$ cat src/rtl/redun_mont_pkg.sv
// Shared types and sizing helpers for the modular-squaring controller (msu_ctl).
package redun_mont_pkg;

    localparam int unsigned T_LEN    = 8;
    localparam int unsigned DAT_BITS = 32;

    typedef enum logic [2:0] {
        IDLE,
        LOAD,
        RUN,
        WAIT_SQ,
        UNLOAD,
        DONE
    } msu_ctl_state_t;

    function automatic int unsigned in_byts(input int unsigned dat_bits, input int unsigned t_len);
        return (dat_bits + 2 * t_len + 7) / 8;
    endfunction

    function automatic int unsigned out_byts(input int unsigned dat_bits, input int unsigned t_len);
        return (dat_bits + t_len + 7) / 8;
    endfunction

endpackage

$ cat src/rtl/msu_ctl_ser.sv
// Serializes a packed little-endian result word into AXI-stream beats.
module msu_ctl_ser #(
    parameter int unsigned AXI_LEN  = 32,
    parameter int unsigned OUT_BYTS = 5
) (
    input  logic                   clk,
    input  logic                   rst_n,
    input  logic                   load,
    input  logic [OUT_BYTS*8-1:0]  word,
    output logic                   m_axis_tvalid,
    input  logic                   m_axis_tready,
    output logic [AXI_LEN-1:0]     m_axis_tdata,
    output logic [AXI_LEN/8-1:0]   m_axis_tkeep,
    output logic                   m_axis_tlast,
    output logic                   done_c
);

    localparam int unsigned BEAT_BYTS = AXI_LEN / 8;
    localparam int unsigned NB_OUT    = (OUT_BYTS + BEAT_BYTS - 1) / BEAT_BYTS;
    localparam int unsigned SH_W      = NB_OUT * AXI_LEN;
    localparam int unsigned RW        = $clog2(OUT_BYTS + BEAT_BYTS + 1);

    logic [SH_W-1:0]      sh_q, sh_d;
    logic [RW-1:0]        rem_q, rem_d;
    logic                 tvalid_d, tlast_d;
    logic [BEAT_BYTS-1:0] keep_cmp_c;
    logic [BEAT_BYTS-1:0] tkeep_d;

    assign m_axis_tdata = sh_q[AXI_LEN-1:0];
    assign done_c       = m_axis_tvalid && m_axis_tready && m_axis_tlast;

    for (genvar k = 0; k < int'(BEAT_BYTS); k++) begin : g_keep
        assign keep_cmp_c[k] = (RW'(k) < rem_d);
    end

    // Next beat: load a fresh word, or advance only on an accepted beat so stalls hold everything.
    always_comb begin
        sh_d     = sh_q;
        rem_d    = rem_q;
        tvalid_d = m_axis_tvalid;
        if (load) begin
            sh_d     = SH_W'(word);
            rem_d    = RW'(OUT_BYTS);
            tvalid_d = 1'b1;
        end else if (m_axis_tvalid && m_axis_tready) begin
            sh_d     = sh_q >> AXI_LEN;
            rem_d    = m_axis_tlast ? '0 : rem_q - RW'(BEAT_BYTS);
            tvalid_d = !m_axis_tlast;
        end
        tlast_d = tvalid_d && (rem_d <= RW'(BEAT_BYTS));
        tkeep_d = {BEAT_BYTS{tvalid_d}} & keep_cmp_c;
    end

    always_ff @(posedge clk or negedge rst_n) begin
        if (!rst_n) begin
            sh_q          <= '0;
            rem_q         <= '0;
            m_axis_tvalid <= 1'b0;
            m_axis_tkeep  <= '0;
            m_axis_tlast  <= 1'b0;
        end else begin
            sh_q          <= sh_d;
            rem_q         <= rem_d;
            m_axis_tvalid <= tvalid_d;
            m_axis_tkeep  <= tkeep_d;
            m_axis_tlast  <= tlast_d;
        end
    end

endmodule

$ cat src/rtl/msu_ctl.sv
// Repeated-squaring controller: load {value,end_cnt,start_cnt}, square until cnt==end_cnt, emit {value,cnt}.
// Optional MSU_CTL_STOP_EN adds a 'stop' input that ends iteration early.
module msu_ctl #(
    parameter int unsigned AXI_LEN  = 32,
    parameter int unsigned T_LEN    = redun_mont_pkg::T_LEN,
    parameter int unsigned DAT_BITS = redun_mont_pkg::DAT_BITS
) (
    input  logic                  clk,
    input  logic                  rst_n,
    input  logic                  ap_start,
`ifdef MSU_CTL_STOP_EN
    input  logic                  stop,
`endif
    output logic                  ap_done,
    output logic                  start_xfer,
    input  logic                  s_axis_tvalid,
    output logic                  s_axis_tready,
    input  logic [AXI_LEN-1:0]    s_axis_tdata,
    input  logic [AXI_LEN/8-1:0]  s_axis_tkeep,
    input  logic                  s_axis_tlast,
    output logic                  m_axis_tvalid,
    input  logic                  m_axis_tready,
    output logic [AXI_LEN-1:0]    m_axis_tdata,
    output logic [AXI_LEN/8-1:0]  m_axis_tkeep,
    output logic                  m_axis_tlast,
    output logic                  sq_in_val,
    input  logic                  sq_in_rdy,
    output logic [DAT_BITS-1:0]   sq_in_dat,
    input  logic                  sq_out_val,
    input  logic [DAT_BITS-1:0]   sq_out_dat
);

    import redun_mont_pkg::*;

    localparam int unsigned BEAT_BYTS = AXI_LEN / 8;
    localparam int unsigned IN_BYTS   = in_byts(DAT_BITS, T_LEN);
    localparam int unsigned OUT_BYTS  = out_byts(DAT_BITS, T_LEN);
    localparam int unsigned IN_W      = IN_BYTS * 8;
    localparam int unsigned OUT_W     = OUT_BYTS * 8;
    localparam int unsigned NB_IN     = (IN_BYTS + BEAT_BYTS - 1) / BEAT_BYTS;
    localparam int unsigned BC_W      = $clog2(NB_IN + 1);
    localparam int unsigned VAL_LSB   = 2 * T_LEN;

    msu_ctl_state_t       state_q, state_d;
    logic [IN_W-1:0]      in_q, in_d;
    logic [IN_W-1:0]      in_byte_c, in_mask_c;
    logic [BC_W-1:0]      beat_q, beat_d;
    logic [T_LEN-1:0]     cnt_q, end_q;
    logic [DAT_BITS-1:0]  val_q;
    logic                 stop_d;
    logic                 start_xfer_d, ap_done_d, s_axis_tready_d, sq_in_val_d;
    logic                 ser_load_c, ser_done_c;

    assign cnt_q     = in_q[T_LEN-1:0];
    assign end_q     = in_q[2*T_LEN-1:T_LEN];
    assign val_q     = in_q[VAL_LSB +: DAT_BITS];
    assign sq_in_dat = val_q;

    // Beat n owns input bytes [n*BEAT_BYTS, (n+1)*BEAT_BYTS); bytes past IN_BYTS have no home and drop out.
    for (genvar j = 0; j < int'(IN_BYTS); j++) begin : g_in
        localparam int unsigned BI = j % BEAT_BYTS;
        localparam int unsigned BN = j / BEAT_BYTS;
        assign in_byte_c[8*j +: 8] = s_axis_tkeep[BI] ? s_axis_tdata[8*BI +: 8] : 8'h00;
        assign in_mask_c[8*j +: 8] = {8{beat_q == BC_W'(BN)}};
    end

`ifdef MSU_CTL_STOP_EN
    logic stop_q;

    // Sticky so a stop seen during WAIT_SQ still ends the run once the square returns.
    always_comb begin
        stop_d = 1'b0;
        if (state_q != IDLE)
            stop_d = stop_q || (stop && (state_q == RUN || state_q == WAIT_SQ));
    end

    always_ff @(posedge clk or negedge rst_n) begin
        if (!rst_n) stop_q <= 1'b0;
        else        stop_q <= stop_d;
    end
`else
    always_comb stop_d = 1'b0;
`endif

    always_comb begin
        state_d    = state_q;
        in_d       = in_q;
        beat_d     = beat_q;
        ser_load_c = 1'b0;
        case (state_q)
            IDLE: begin
                if (ap_start) begin
                    state_d = LOAD;
                    in_d    = '0;
                    beat_d  = '0;
                end
            end
            LOAD: begin
                if (s_axis_tvalid && s_axis_tready) begin
                    in_d = (in_q & ~in_mask_c) | (in_byte_c & in_mask_c);
                    if (beat_q != BC_W'(NB_IN)) beat_d = beat_q + BC_W'(1);
                    if (s_axis_tlast) state_d = RUN;
                end
            end
            RUN: begin
                if (sq_in_val && sq_in_rdy) begin
                    state_d = WAIT_SQ;
                end else if (cnt_q == end_q || stop_d) begin
                    state_d    = UNLOAD;
                    ser_load_c = 1'b1;
                end
            end
            WAIT_SQ: begin
                if (sq_out_val) begin
                    in_d[VAL_LSB +: DAT_BITS] = sq_out_dat;
                    in_d[T_LEN-1:0]           = cnt_q + T_LEN'(1);
                    state_d                   = RUN;
                end
            end
            UNLOAD: begin
                if (ser_done_c) state_d = DONE;
            end
            DONE:    state_d = IDLE;
            default: state_d = IDLE;
        endcase

        start_xfer_d    = (state_q == IDLE) && (state_d == LOAD);
        ap_done_d       = (state_d == DONE);
        s_axis_tready_d = (state_d == LOAD);
        sq_in_val_d     = (state_d == RUN) && !stop_d
                          && (in_d[T_LEN-1:0] != in_d[2*T_LEN-1:T_LEN]);
    end

    always_ff @(posedge clk or negedge rst_n) begin
        if (!rst_n) begin
            state_q       <= IDLE;
            in_q          <= '0;
            beat_q        <= '0;
            start_xfer    <= 1'b0;
            ap_done       <= 1'b0;
            s_axis_tready <= 1'b0;
            sq_in_val     <= 1'b0;
        end else begin
            state_q       <= state_d;
            in_q          <= in_d;
            beat_q        <= beat_d;
            start_xfer    <= start_xfer_d;
            ap_done       <= ap_done_d;
            s_axis_tready <= s_axis_tready_d;
            sq_in_val     <= sq_in_val_d;
        end
    end

    msu_ctl_ser #(
        .AXI_LEN  (AXI_LEN),
        .OUT_BYTS (OUT_BYTS)
    ) u_ser (
        .clk           (clk),
        .rst_n         (rst_n),
        .load          (ser_load_c),
        .word          (OUT_W'({val_q, cnt_q})),
        .m_axis_tvalid (m_axis_tvalid),
        .m_axis_tready (m_axis_tready),
        .m_axis_tdata  (m_axis_tdata),
        .m_axis_tkeep  (m_axis_tkeep),
        .m_axis_tlast  (m_axis_tlast),
        .done_c        (ser_done_c)
    );

endmodule

$ cat config.mk
export PLATFORM = sky130hd
export DESIGN_NAME = msu_ctl
export DESIGN_NICKNAME = d
export VERILOG_FILES = /design/src/rtl/redun_mont_pkg.sv /design/src/rtl/msu_ctl_ser.sv /design/src/rtl/msu_ctl.sv
export SDC_FILE = /design/constraint.sdc
export NUM_CORES = 1
export LEC_CHECK = 0
export BUFFER_PORTS_ARGS = -buffer_cell sky130_fd_sc_hd__buf_2
export CORE_MARGIN = 2
export CORE_UTILIZATION = 40
export CTS_CLUSTER_DIAMETER = 100
export DETAILED_ROUTE_END_ITERATION = 10
export GPL_TIMING_DRIVEN = 0
export SLEW_MARGIN = 10
export SYNTH_ARGS = -nofsm -noshare
export SYNTH_HDL_FRONTEND = slang
export SYNTH_HIERARCHICAL = 1
export SYNTH_SLANG_ARGS = --single-unit
$ cat constraint.sdc
create_clock -name clk -period 2.6 [get_ports clk]
set_input_delay 0 -clock clk [delete_from_list [all_inputs] [get_ports clk]]
set_output_delay 0 -clock clk [all_outputs]
set_load 0.02 [all_outputs]
==> qor.txt, run 1 <==
WHS Path Cells: 3
CTS buffer count: 9
Hold Fails Final Rpt: 1
Seq/Total Area, Yosys: 0.478
clock-pin slew on the worst setup and hold paths: 70 ps
Antenna Cells: 0
H-tree depth: 3
Synth async-reset ratio: 1.00
worst min path class: in -> reg
layout cell share with drive strength beyond 1: 0.331
Chip Height: 122 um
crit path kind: reg -> reg
vias in the first global route: 5165
Crit. End Element: register
relative slew slack: 0.592
Finished Layout Cells: 1004
DRC: 0
Worst setup SP type: register
Worst IR Drop VDD: 0.483 mV
worst path required time: 2820 ps
DR vias/cell: 5.14
clk buf depth: 2
YS warnings: 6
Fillers: 1284
Tot Pwr: 7730 uW
failing checks: negative hold slack
die width: 122 um
wire per inst: 16.6 um
Mean Syn Cell Area: 9.30 um^2
setup TNS: 0 ps
r2r setup slk: 140 ps
number of synthesized flops with an enable pin: 0
post-synthesis register bit count: 107
Max-Cap Viols: 0
Synth cell types: 59
Nets: 899
drt total wl: 16600 um
max-slew violation count: 0
CP max FO: 10
Fmax: 406 MHz
area of the core: 0.0138 mm^2
worst clock skew: 6.69 ps
Reg-to-Reg Start: in_q[5]
# rows: 43
Total GRT Usage: 0.225
largest net degree at the start of global routing: 71
status: finished, violations left
Placed Instances: 930
GRT overflow: 0
worst-case reg-to-reg path depth: 9
layout overhead on the synthesized area: 34.8%
pwr dens: 1020 mW/mm^2
CP arrival: 2690 ps
DP HPWL: 12100 um
Top FF cell, synth: dfrtp_1
die area: 0.0150 mm^2
first-pass GRT wire length: 25900 um
Leakage: 0.00383 uW
Tightest Pin Transition: 610 ps
Net Count, Synth: 682
via count: 5159
Port Buf Inserts: 147
Worst-Skew Late Latency: 350 ps
Initial Util: 0.407
iteration-0 DRC count of the detailed router: 375
root buffer cell: clkbuf_16
worst hold margin: -2.33 ps
initial antenna violation count: 0
r2r endpoint: u_ser/sh_q[2]
CP startpoint: in_q[5]
post-route minimum period: 2460 ps
Sink Count: 107
DRT antenna net count: 0
drt pass-1 iters: 5
Gate Count Post-Synth: 602
Hold Crit Endpoint: in_q[19]
Hold Startpoint: sq_out_dat[3]
# IOs: 150
CTS tree: done
synthesized area: 0.00560 mm^2
Tcrit/Tclk final: 0.947
routability cong.: 0.865
Final Setup Violations: 0
## synthesized netlist by cell type, types with 2 or more instances
| cell type | count | share of area |
|---|---|---|
| o211ai_1 | 2 | 0.0027 |
| a22o_1 | 3 | 0.0047 |
| clkbuf_1 | 17 | 0.011 |
| nand2_1 | 123 | 0.082 |
| nor2_1 | 13 | 0.0087 |
| nor2b_1 | 6 | 0.0067 |
| o21ai_0 | 82 | 0.073 |
| xnor2_1 | 9 | 0.014 |
| ha_1 | 4 | 0.0089 |
| nand2_2 | 3 | 0.0034 |
| buf_1 | 3 | 0.0020 |
| nand3_2 | 3 | 0.0054 |
| xor2_1 | 11 | 0.017 |
| o211ai_2 | 2 | 0.0045 |
| nor3b_1 | 3 | 0.0040 |
| o21bai_1 | 2 | 0.0027 |
| or2_2 | 2 | 0.0022 |
| a21oi_1 | 8 | 0.0071 |
| dfrtp_1 | 107 | 0.48 |
| nor3_1 | 3 | 0.0027 |
| a21o_1 | 2 | 0.0027 |
| nand4_1 | 4 | 0.0045 |
| a22oi_1 | 24 | 0.032 |
| a32oi_1 | 9 | 0.014 |
| a32o_1 | 2 | 0.0036 |
| mux2i_1 | 10 | 0.018 |
| buf_2 | 10 | 0.0089 |
| and3_1 | 7 | 0.0078 |
| nand3_1 | 18 | 0.016 |
| buf_4 | 67 | 0.090 |
| a31oi_1 | 2 | 0.0022 |
| inv_1 | 8 | 0.0054 |
| nor4_1 | 3 | 0.0034 |
| nand3b_1 | 5 | 0.0067 |
## per-layer routing
layer | vias to the layer above | track usage | share of wire
met5 | - | 0 | 0
met4 | 0 | 0.0776 | 0.026
met3 | 42 | 0.0488 | 0.046
met2 | 173 | 0.381 | 0.50
met1 | 2487 | 0.284 | 0.43
li1 | 2457 | - | -
## power by group
group / leakage (uW) / internal [uW] / switching [uW] / total, uW
registers: 0.00145 / 2150 / 469 / 2620
clock network: 0.000159 / 858 / 629 / 1490
logic: 0.00222 / 1510 / 2110 / 3620
total: 0.00383 / 4520 / 3210 / 7730
## repair_timing
action | 4_1_cts | 5_1_grt
setup endpoints to repair | 49 | 62
hold buffers | 54 | 1
pin swaps | 0 | 3
gates resized for setup | 6 | 11
hold endpoints to repair | 145 | 1
setup buffers | 2 | 3
## flip-flops by register name, summed over array words and instances, names as in the netlist
| register | count |
|---|---|
| sq_in_val | 1 |
| u_ser/m_axis_tlast | 1 |
| u_ser/sh_q | 40 |
| in_q | 48 |
| ap_done | 1 |
| state_q | 3 |
| s_axis_tready | 1 |
| start_xfer | 1 |
| beat_q | 2 |
| u_ser/rem_q | 4 |
| u_ser/m_axis_tkeep | 4 |
| u_ser/m_axis_tvalid | 1 |
## worst max path at each step
stage	end	slack (ps)	depth (start not counted)
6_report	u_ser/sh_q[2]	140	9
5_1_grt	u_ser/sh_q[36]	-20	9
4_1_cts	in_q[31]	20	7
3_5_place_dp	u_ser/sh_q[21]	-510	9
3_3_place_gp	u_ser/sh_q[21]	-510	9
2_1_floorplan	sq_in_val	400	10
## critical path, cell delays in order, from the launching register on
cell and delay (ps):
dfrtp_1 550, xnor2_1 170, nand4_1 140, a2111oi_1 340, nand4_1 140, buf_4 180, nor2b_4 180, buf_4 170
clkbuf_1 310, o21ai_0 160
## layout by cell type (no fill, tap or decap), types with 3 or more instances in the layout
master         instances
buf_2                156
nand2_1              123
dfrtp_1              107
o21ai_0               82
buf_4                 72
dlygate4sd3_1         55
a22oi_1               24
nand3_1               18
nor2_1                13
clkbuf_1              12
xor2_1                10
mux2i_1               10
xnor2_1                9
a32oi_1                9
clkbuf_16              9
inv_1                  8
a21oi_1                8
and3_1                 7
nor2b_1                5
nand3b_1               5
nand4_1                4
ha_1                   4
a22o_1                 3
nand3_2                3
nor3_1                 3
nand2_2                3
clkbuf_2               3
## through the flow
step	area, um^2	utilization	setup WS [ps]
final	7550	0.548	138
after global routing	7550	0.548	-20.6
after CTS	7490	0.544	20.4
after detailed placement	6600	0.479	-507
after global placement	6560	0.476	-513
after floorplan	5600	-	396
## final cells by class
class                   instances  area (um^2)  share of cell area
clock buffers                  10          229              0.0303
inverters                       8         30.0             0.00398
flip-flops and latches        107         2680               0.355
well taps                     180          225              0.0298
clock inverters                 6         97.6              0.0129
repair buffers                208         1360               0.180
multi-input cells             388         2270               0.301
plain buffers                  97          658              0.0872
## kinds of logic after synthesis
kind of cell               share of synthesized area
AOI/OAI and AO/OA                              0.168
xor gates and xnor gates                      0.0313
buffers and inverters                          0.122
muxes                                         0.0199
adders and majority gates                    0.00894
and+or+nand+nor                                0.171
DFF                                            0.478
(Power assumes the default switching activity.)
==> run 2: changes to the inputs <==
--- a/config.mk
+++ b/config.mk
@@ -6,11 +6,14 @@
 export NUM_CORES = 1
 export LEC_CHECK = 0
 export BUFFER_PORTS_ARGS = -buffer_cell sky130_fd_sc_hd__buf_2
+export CAP_MARGIN = 30
 export CORE_MARGIN = 2
-export CORE_UTILIZATION = 40
+export CORE_UTILIZATION = 53
 export CTS_CLUSTER_DIAMETER = 100
 export DETAILED_ROUTE_END_ITERATION = 10
+export GPL_ROUTABILITY_DRIVEN = 0
 export GPL_TIMING_DRIVEN = 0
+export PLACE_DENSITY = 0.8
 export SLEW_MARGIN = 10
 export SYNTH_ARGS = -nofsm -noshare
 export SYNTH_HDL_FRONTEND = slang
==> qor.txt, run 2 (synthesis results as in run 1) <==
H-tree depth: 3 (unchanged)
die width: 107 um (was 122 um)
GRT overflow: 0 (unchanged)
Clock Power Share: 0.136 (was 0.192)
worst-case reg-to-reg path depth: 8 (was 9)
Top Registers: in_q (48), u_ser/sh_q (40) (unchanged)
Leakage: 0.00383 uW (about the same)
crit path kind: reg -> reg (unchanged)
switching share of power: 0.439 (was 0.415)
worst clock skew: 13.5 ps (was 6.69 ps)
relative slew slack: 0.612 (was 0.592)
die area: 0.0114 mm^2 (was 0.0150 mm^2)
worst path required time: 2850 ps (was 2820 ps)
switching pwr: 3260 uW (was 3210 uW)
layout cell share with drive strength beyond 1: 0.333 (was 0.331)
area of the core: 0.0103 mm^2 (was 0.0138 mm^2)
DR vias/cell: 5.72 (was 5.14)
sequential cell area: 0.00268 mm^2 (unchanged)
CTS tree: done (unchanged)
iteration-0 DRC count of the detailed router: 475 (was 375)
pre-CTS setup slack: -465 ps (was -507 ps)
r2r endpoint: sq_in_val (was u_ser/sh_q[2])
Crit. End Element: register (unchanged)
Comb power frac: 0.511 (was 0.469)
CP arrival: 2750 ps (was 2690 ps)
first-pass GRT wire length: 27800 um (was 25900 um)
delay-heaviest family, CP: compound AO/OA/AOI/OAI gates (was buffers and inverters)
Total GRT Usage: 0.315 (was 0.225)
Initial Util: 0.545 (was 0.407)
max reg flops: 48 (unchanged)
CP cell instances: ha_1, and4_1, nor2_1, o21ai_0, o221ai_1, xor2_1, nor4_2, a2111oi_2 (was xnor2_1, nand4_1, a2111oi_1, nand4_1, buf_4, nor2b_4, buf_4, clkbuf_1, o21ai_0)
most frequent cells in the layout: buf_2 (157), nand2_1 (123), dfrtp_1 (107) (was buf_2 (156), nand2_1 (123), dfrtp_1 (107))
DP HPWL: 11600 um (was 12100 um)
Tot Pwr: 7420 uW (was 7730 uW)
WHS Path Cells: 3 (unchanged)
Worst-Skew Late Latency: 370 ps (was 350 ps)
Chip Height: 107 um (was 122 um)
initial antenna violation count: 0 (unchanged)
Reg with most FFs: in_q (unchanged)
Nets: 910 (was 899)
# IOs: 150 (unchanged)
DRC: 0 (unchanged)
CP max FO: 7 (was 10)
Tcrit/Tclk final: 0.965 (was 0.947)
Worst IR Drop VDD: 0.717 mV (was 0.483 mV)
Reg power frac: 0.353 (was 0.339)
Max-Cap Viols: 0 (unchanged)
Multi-input gate area: 0.00229 mm^2 (was 0.00227 mm^2)
largest net degree at the start of global routing: 75 (was 71)
clk buf depth: 2 (unchanged)
Finished Layout Cells: 971 (was 1004)
via count: 5551 (was 5159)
Fillers: 745 (was 1284)
Hold Startpoint: s_axis_tkeep[1] (was sq_out_dat[3])
Final Setup Violations: 0 (unchanged)
CP max stage cell: dfrtp_1 (unchanged)
worst min path class: in -> reg (unchanged)
status: finished clean (was finished, violations left)
Tightest Pin Transition: 582 ps (was 610 ps)
layout overhead on the synthesized area: 34.0% (was 34.8%)
Port Buf Inserts: 147 (unchanged)
# rows: 37 (was 43)
max-slew violation count: 0 (unchanged)
Fmax: 399 MHz (was 406 MHz)
Worst setup SP type: register (unchanged)
drt pass-1 iters: 5 (unchanged)
Reg-to-Reg Start: in_q[0] (was in_q[5])
max incr delay on CP: 520 ps (was 550 ps)
DRT antenna net count: 0 (unchanged)
PnR worst setup slack: 92.0 ps (was 138 ps)
Hold Crit Endpoint: in_q[10] (was in_q[19])
root buffer cell: clkbuf_8 (was clkbuf_16)
vias in the first global route: 5590 (was 5165)
CTS buffer count: 9 (unchanged)
commonest non-fill, non-tap cell in the layout: buf_2 (unchanged)
Hold Fails Final Rpt: 0 (was 1)
Post-Route Utilization: 0.730 (was 0.548)
drt total wl: 17800 um (was 16600 um)
pwr dens: 989 mW/mm^2 (was 1020 mW/mm^2)
P_int: 4160 uW (was 4520 uW)
post-route minimum period: 2510 ps (was 2460 ps)
wire per inst: 18.4 um (was 16.6 um)
CP Buf/Inv Count: 0 (was 3)
Sink Count: 107 (unchanged)
clock-pin slew on the worst setup and hold paths: 100 ps (was 70 ps)
r2r setup slk: 90 ps (was 140 ps)
setup TNS: 0 ps (unchanged)
Placed Instances: 886 (was 930)
run 2: layout make-up:
cell class | instances | area share
well taps | 136 | 0.0227
plain buffers | 94 | 0.0864
flip-flops and latches | 107 | 0.357
multi-input cells | 388 | 0.305
clock inverters | 5 | 0.00834
repair buffers | 222 | 0.199
inverters | 8 | 0.00400
diodes | 1 | 0.000333
clock buffers | 10 | 0.0170
run 2: how the worst max path moves through the flow:
stage,start,end,depth (start not counted)
2_1_floorplan,beat_q[0],sq_in_val,10
3_3_place_gp,in_q[3],u_ser/sh_q[21],9
3_5_place_dp,in_q[3],u_ser/sh_q[15],9
4_1_cts,state_q[2],in_q[22],7
5_1_grt,in_q[5],u_ser/sh_q[19],9
6_report,in_q[0],sq_in_val,8
run 2: worst min-delay path, cell delays in order:
cell and delay [ps]:
buf_2 160, nand3_1 100, nand2_1 80
run 2: repair_timing:
item,in CTS,in global routing
setup buffers,3,3
cloned,0,0
resized for setup,6,19
hold endpoints to repair,150,0
endpoints found under the setup margin,49,62
hold buffers,68,0
pin swaps,0,3
run 2: power groups by stage:
stage	sequential, uW	combinational (uW)	clock (uW)
after CTS	2600	3520	1020
after detailed placement	2640	3320	0
after global routing	2670	4090	1090
after global placement	2600	3230	0
after floorplan	2560	2320	0
final	2620	3790	1010
run 2: through the flow:
stage / cell area (um^2) / hold slack (ps)
finish: 7500 / 24.7
global route: 7500 / 41.7
CTS: 7450 / 3.47
detailed placement: 6540 / -90.9
global placement: 6510 / 292
floorplan: 5600 / -296
run 2: metal layers:
layer	vias up	track usage	part of all wire
met3	101	0.0626	0.078
li1	2473	-	-
met2	355	0.530	0.50
met5	-	0	0
met4	0	0.180	0.056
met1	2622	0.377	0.36
